$ cat src/rtl/alpha_trim_pkg.sv
`default_nettype none
// +------------------------------------------------------------------+
// | alpha_trim_pkg                                                   |
// | Shared defaults, width derivations and FSM encodings.            |
// | Rev 1.0 - initial release                                        |
// +------------------------------------------------------------------+
package alpha_trim_pkg;

    function automatic int atm_keep(input int dn, input int trim);
        return dn - 2 * trim;
    endfunction

    function automatic int atm_sumw(input int dn, input int dw);
        return dw + $clog2(dn);
    endfunction

    function automatic int atm_seqw(input int dn);
        return $clog2(dn);
    endfunction

    localparam int c_DN_DEFAULT   = 25;
    localparam int c_DW_DEFAULT   = 8;
    localparam int c_TRIM_DEFAULT = 5;
    localparam int c_KEEP_DEFAULT = atm_keep(c_DN_DEFAULT, c_TRIM_DEFAULT);
    localparam int c_SUMW_DEFAULT = atm_sumw(c_DN_DEFAULT, c_DW_DEFAULT);
    localparam int c_SEQW_DEFAULT = atm_seqw(c_DN_DEFAULT);

    localparam int         c_STATE_W  = 4;
    localparam logic [3:0] c_ST_IDLE  = 4'b0001;
    localparam logic [3:0] c_ST_ACCUM = 4'b0010;
    localparam logic [3:0] c_ST_DIV   = 4'b0100;
    localparam logic [3:0] c_ST_DONE  = 4'b1000;

endpackage : alpha_trim_pkg
`default_nettype wire

$ cat src/rtl/atm_seq_div.sv
`default_nettype none
// +------------------------------------------------------------------+
// | atm_seq_div                                                      |
// | Restoring serial divider by a constant, one quotient bit/cycle.  |
// | Rev 1.0 - initial release                                        |
// +------------------------------------------------------------------+
module atm_seq_div #(
    parameter int SUMW    = 13,
    parameter int QW      = 8,
    parameter int DIVISOR = 15
) (
    input  logic            clk,
    input  logic            rst_n,
    input  logic            i_start,
    input  logic [SUMW-1:0] i_dividend,
    output logic [QW-1:0]   o_quotient,
    output logic            o_done
);
    localparam int            c_CNTW    = $clog2(SUMW + 1);
    localparam logic [SUMW:0] c_DIVISOR = (SUMW + 1)'(DIVISOR);

    logic [SUMW-1:0]   r_rem;
    logic [SUMW-1:0]   r_quo;
    logic [c_CNTW-1:0] r_cnt;
    logic              r_busy;

    logic [SUMW:0]     w_trial;
    logic              w_ge;
    logic [SUMW-1:0]   w_diff;

    // Remainder stays below the divisor, so the difference fits in SUMW bits.
    assign w_trial = {r_rem, r_quo[SUMW-1]};
    assign w_ge    = (w_trial >= c_DIVISOR);
    assign w_diff  = w_trial[SUMW-1:0] - c_DIVISOR[SUMW-1:0];

    assign o_quotient = r_quo[QW-1:0];

    always_ff @(posedge clk or negedge rst_n) begin
        if (!rst_n) begin
            r_rem  <= '0;
            r_quo  <= '0;
            r_cnt  <= '0;
            r_busy <= 1'b0;
            o_done <= 1'b0;
        end else begin
            o_done <= 1'b0;
            if (i_start) begin
                r_rem  <= '0;
                r_quo  <= i_dividend;
                r_cnt  <= c_CNTW'(SUMW);
                r_busy <= 1'b1;
            end else if (r_busy) begin
                r_rem <= w_ge ? w_diff : w_trial[SUMW-1:0];
                r_quo <= {r_quo[SUMW-2:0], w_ge};
                r_cnt <= r_cnt - c_CNTW'(1);
                if (r_cnt == c_CNTW'(1)) begin
                    r_busy <= 1'b0;
                    o_done <= 1'b1;
                end
            end
        end
    end

endmodule : atm_seq_div
`default_nettype wire

$ cat src/rtl/alpha_trim_mean.sv
`default_nettype none
// +------------------------------------------------------------------+
// | alpha_trim_mean                                                  |
// | Alpha-trimmed mean of a sorted window; ALPHA_TRIM_MEAN_ROUND_EN  |
// | selects round-half-up instead of truncation.                     |
// | Rev 1.0 - initial release                                        |
// +------------------------------------------------------------------+
module alpha_trim_mean
    import alpha_trim_pkg::*;
#(
    parameter int DN   = c_DN_DEFAULT,
    parameter int DW   = c_DW_DEFAULT,
    parameter int TRIM = c_TRIM_DEFAULT
) (
    input  logic                              clk,
    input  logic                              rst_n,
    input  logic                              sort_finish,
    input  logic [DW*DN-1:0]                  data_unsort,
    input  logic [atm_seqw(DN)*DN-1:0]        sequence_sorted,
    output logic [DW-1:0]                     mean_out,
    output logic                              mean_vld,
    output logic                              busy
);
    localparam int DW_sequence = atm_seqw(DN);
    localparam int KEEP        = atm_keep(DN, TRIM);
    localparam int SUMW        = atm_sumw(DN, DW);

    localparam logic [DW_sequence-1:0] c_K_FIRST = DW_sequence'(TRIM);
    localparam logic [DW_sequence-1:0] c_K_LAST  = DW_sequence'(DN - TRIM - 1);

    logic [c_STATE_W-1:0]        r_state;
    logic [c_STATE_W-1:0]        w_state_nxt;
    logic [DW*DN-1:0]            r_data;
    logic [DW_sequence*DN-1:0]   r_seq;
    logic [SUMW-1:0]             r_sum;
    logic [DW_sequence-1:0]      r_k;
    logic                        r_div_start;

    logic                        w_capture;
    logic                        w_accum_en;
    logic                        w_last_add;
    logic                        w_finish;
    logic                        w_div_done;
    logic [DW-1:0]               w_quo;
    logic [SUMW-1:0]             w_dividend;

    logic [DW-1:0]               w_samp [DN];
    logic [DW_sequence-1:0]      w_slot [DN];
    logic [DW_sequence-1:0]      w_idx;
    logic [DW-1:0]               w_pick;
    logic [SUMW-1:0]             w_addend;

    for (genvar gi = 0; gi < DN; gi++) begin : g_unpack
        assign w_samp[gi] = r_data[gi*DW +: DW];
        assign w_slot[gi] = r_seq[gi*DW_sequence +: DW_sequence];
    end

    // Out-of-range sorted indices are treated as zero-valued samples.
    assign w_idx    = w_slot[r_k];
    assign w_pick   = (int'(w_idx) < DN) ? w_samp[w_idx] : '0;
    assign w_addend = {{(SUMW-DW){1'b0}}, w_pick};

`ifdef ALPHA_TRIM_MEAN_ROUND_EN
    assign w_dividend = r_sum + SUMW'(KEEP / 2);
`else
    assign w_dividend = r_sum;
`endif

    always_ff @(posedge clk or negedge rst_n) begin
        if (!rst_n) begin
            r_state <= c_ST_IDLE;
        end else begin
            r_state <= w_state_nxt;
        end
    end

    always_comb begin
        w_state_nxt = c_ST_IDLE;
        case (r_state)
            c_ST_IDLE:  w_state_nxt = sort_finish ? c_ST_ACCUM : c_ST_IDLE;
            c_ST_ACCUM: w_state_nxt = (r_k == c_K_LAST) ? c_ST_DIV : c_ST_ACCUM;
            c_ST_DIV:   w_state_nxt = w_div_done ? c_ST_DONE : c_ST_DIV;
            c_ST_DONE:  w_state_nxt = c_ST_IDLE;
            default:    w_state_nxt = c_ST_IDLE;
        endcase
    end

    always_comb begin
        w_capture  = 1'b0;
        w_accum_en = 1'b0;
        w_last_add = 1'b0;
        w_finish   = 1'b0;
        case (r_state)
            c_ST_IDLE:  w_capture  = sort_finish;
            c_ST_ACCUM: begin
                w_accum_en = 1'b1;
                w_last_add = (r_k == c_K_LAST);
            end
            c_ST_DONE:  w_finish   = 1'b1;
            default:    w_capture  = 1'b0;
        endcase
    end

    always_ff @(posedge clk or negedge rst_n) begin
        if (!rst_n) begin
            r_data      <= '0;
            r_seq       <= '0;
            r_sum       <= '0;
            r_k         <= '0;
            r_div_start <= 1'b0;
        end else begin
            r_div_start <= w_last_add;
            if (w_capture) begin
                r_data <= data_unsort;
                r_seq  <= sequence_sorted;
                r_sum  <= '0;
                r_k    <= c_K_FIRST;
            end else if (w_accum_en) begin
                r_sum <= r_sum + w_addend;
                r_k   <= r_k + DW_sequence'(1);
            end
        end
    end

    always_ff @(posedge clk or negedge rst_n) begin
        if (!rst_n) begin
            mean_out <= '0;
            mean_vld <= 1'b0;
            busy     <= 1'b0;
        end else begin
            mean_vld <= w_finish;
            if (w_finish) begin
                mean_out <= w_quo;
            end
            if (w_capture) begin
                busy <= 1'b1;
            end else if (w_finish) begin
                busy <= 1'b0;
            end
        end
    end

    atm_seq_div #(
        .SUMW    (SUMW),
        .QW      (DW),
        .DIVISOR (KEEP)
    ) u_div (
        .clk        (clk),
        .rst_n      (rst_n),
        .i_start    (r_div_start),
        .i_dividend (w_dividend),
        .o_quotient (w_quo),
        .o_done     (w_div_done)
    );

endmodule : alpha_trim_mean
`default_nettype wire
$ cat config.mk
export PLATFORM = sky130hd
export DESIGN_NAME = alpha_trim_mean
export DESIGN_NICKNAME = d
export VERILOG_FILES = /design/src/rtl/alpha_trim_pkg.sv /design/src/rtl/atm_seq_div.sv /design/src/rtl/alpha_trim_mean.sv
export SDC_FILE = /design/constraint.sdc
export NUM_CORES = 1
export LEC_CHECK = 0
export ABC_AREA = 1
export BUFFER_PORTS_ARGS = -buffer_cell sky130_fd_sc_hd__buf_2
export CORE_MARGIN = 3
export CORE_UTILIZATION = 30
export CTS_BUF_LIST = sky130_fd_sc_hd__clkbuf_4
export DETAILED_ROUTE_END_ITERATION = 12
export PLACE_DENSITY = 0.59
export SLEW_MARGIN = 20
export SYNTH_ARGS = -nofsm -noshare
export SYNTH_HDL_FRONTEND = slang
export SYNTH_SLANG_ARGS = --single-unit
export TNS_END_PERCENT = 50
$ cat constraint.sdc
create_clock -name clk -period 4.65 [get_ports clk]
set_input_delay 0.465 -clock clk [delete_from_list [all_inputs] [get_ports clk]]
set_output_delay 0.465 -clock clk [all_outputs]
set_load 0.05 [all_outputs]
==> summary.txt <==
Status: finished, final reports clean
Yosys reg bits: 390
HP Class: input pin to flop
Vias in the first global route: 19,350
Die area: 0.06686 mm2
Worst-Skew Late Latency: 0.89 ns
Fmax: 238.0 MHz
Clock tree buffer depth: 3
WS Path Type: flop to flop
I/O Pins: 338
Die H: 258.6 um
Die X: 258.6 um
Min cycle time layout: 4.202 ns
Most common cell in the netlist: nand2_1
Largest area contributor in the netlist: dfrtp_1
Vias post-DR: 19,050
Core area: 0.06239 mm2
Ys Warns: 0
Slowest CP cell: dfrtp_2
DR iter-0 viols: 1,617
Area Growth Syn to Fin: 38.33%
Measured slew at the worst slew-check pin: 1.041 ns
CTS tree: done
Fin. max-slew vios: 0
Fin util: 42.43%
Worst Hold Depth: 4
Post-synth top flop: dfrtp_1
CP required: 5.40 ns
Fin. Hold Viols: 0
Worst EP arrival: 4.95 ns
Slew headroom: 30.62%
Setup violations, final: 0
Finished Layout Cells: 4,091
Final Wtd Congestion: 0.8397
PortBufs: 337
Grt total ovfl: 0
P_leak: 13.48 nW
Largest cells by area after synthesis: dfrtp_1, nand2_1, nand3_1
Nets@finish: 3,498
Fin Setup TNS: 0 ns
Seq/Total Area, Yosys: 51.00%
Total track usage: 20.70%
Final total power: 0.01807 W
Reg clk slew, reported paths: 0.07 ns
CTS H-tree lvls: 3
Final ANT Viol Nets: 0
Nature of the critical path startpoint: flop
Worst setup EP type: flop
Maximum number of pins on one net before global-route repair: 167
Yosys cell types: 42
Final Skew: 0.07052 ns
First-pass GRT wire length: 108,300 um
Tcrit/Tclk final: 90.37%
Cells after Synth: 2,493
DR vias/cell: 4.657
Initial Util: 30.67%
DP Cell Count: 3,548
Buf/Inv on CP: 7
Max_cap viols: 0
Top cell by count, worst path: nand2_1
Post-synth top cells: nand2_1, dfrtp_1, nand3_1, o21ai_0, inv_1
1st-pass router iterations: 6
Drt drc: 0
Pre-CTS setup slack: 0.3174 ns
Row Count: 91
Routed len/inst: 17.07 um
Worst path depth: 33
Clk root buf: clkbuf_4
CTS sink cnt: 390
Initial antenna violation count: 13
Final worst slack: 0.4479 ns
Worst vdd ir: 568.1 uV
Post-synthesis cell area: 0.01914 mm2
Crit-path max FO: 56
HPWL Detailed: 45,760 um
DRT Wirelength: 69,820 um
Pwr/cell area: 682.5 mW/mm2
Area fraction of the dominant cell type after synthesis: 50.86%
Syn Area/Cell: 7.677 um2
Max incr delay on CP: 0.45 ns
Async set or reset register ratio after synthesis: 100.0%
CTS Buf Count: 111
Share of cells above drive strength 1: 18.01%
Reg2Reg Depth: 33
Post-synth EDFFs: 0
CP top delay family: simple AND/OR/NAND/NOR gates
Net Count, Synth: 2,834
-- state kept, by name (all words and copies together) (netlist names), 4 cells and up --
signal,cells
r_data,200
r_seq,125
r_sum,13
u_div.r_quo,13
u_div.r_rem,13
mean_out,8
r_k,5
r_state,4
u_div.r_cnt,4
-- path summary, 6_finish.rpt --
kind | start | endpoint | slack (ns)
setup / recovery | r_k[0] | r_sum[12] | 0.45
hold / removal | sort_finish | r_data[186] | 0.15
setup reg to reg | r_k[0] | r_sum[12] | 0.45
hold reg to reg | u_div.o_done | r_state[2] | 0.47
max in group asynchronous | rst_n | r_data[6] | 3.25
min in group asynchronous | rst_n | r_seq[2] | 0.26
-- where the power goes --
group / internal, W / switching [W] / leakage (nW)
clock network: 0.00175 / 0.00152 / 0.857
logic: 0.00328 / 0.00607 / 7.73
registers: 0.00480 / 0.000651 / 4.90
-- metal layers --
| layer | GRT usage [%] | vias up | part of all wire (%) | wire length, um |
|---|---|---|---|---|
| li1 | - | 9340 | - | - |
| met1 | 26.96 | 8835 | 44 | 30440 |
| met2 | 32.69 | 704 | 45 | 31710 |
| met3 | 5.570 | 164 | 7.3 | 5102 |
| met4 | 8.378 | 8 | 3.6 | 2506 |
| met5 | 0 | - | 0.079 | 55 |
-- logic make-up after synthesis --
| logic type | synth area share (%) |
|---|---|
| compound gates | 9.342 |
| xor+xnor | 0.4119 |
| fa+ha+maj | 0.8891 |
| buf+inv | 8.512 |
| flops | 51.00 |
| simple gates | 29.84 |
-- stage by stage --
stage,hold WS (ns),area [um2]
floorplan,0.1694,19140
global placement,0.4573,21610
detailed placement,0.4572,21610
CTS,0.04918,26310
global route,0.09415,26460
finish,0.1480,26470
-- area by class of cell --
class | instances | area (um2)
Inverter | 236 | 903.4
Antenna cell | 12 | 30.03
Multi-Input combinational cell | 1714 | 7799
Fill cell | 6330 | 35920
Tap cell | 837 | 1047
Timing Repair Buffer | 704 | 5494
Clock buffer | 168 | 1261
Sequential cell | 390 | 9762
Clock inverter | 30 | 177.7
-- cells in the final DEF, fill, tap and decap left out, drive strengths merged, types with 6 or more instances in the layout --
cell and count:
a21oi 27, xor2 8, ha 12, dlygate4sd3 326
diode 12, inv 236, clkinv 24, nand3b 56
nor3 6, nor2 115, o211ai 23, dfrtp 389
nand2 921, nand3 261, clkbuf 171, o21ai 246
o22ai 18, buf 375
-- what timing repair did --
action | CTS | global route
hold endpoints to repair | 431 | 0
setup buffers | 0 | 4
hold buffers | 326 | 0
endpoints found under the setup margin | 0 | 4
resized for setup | 0 | 9
-- worst register-to-register path: cells and delay by family (launching register included) --
kind | cells | cell delay (ns)
AO/OA/AOI/OAI | 4 | 0.53
adder cells (fa/ha/maj) | 2 | 0.61
buffers and inverters | 7 | 0.96
flip-flops | 1 | 0.45
AND/OR/NAND/NOR | 20 | 1.54
No activity file was read; power rests on OpenSTA's default activity.
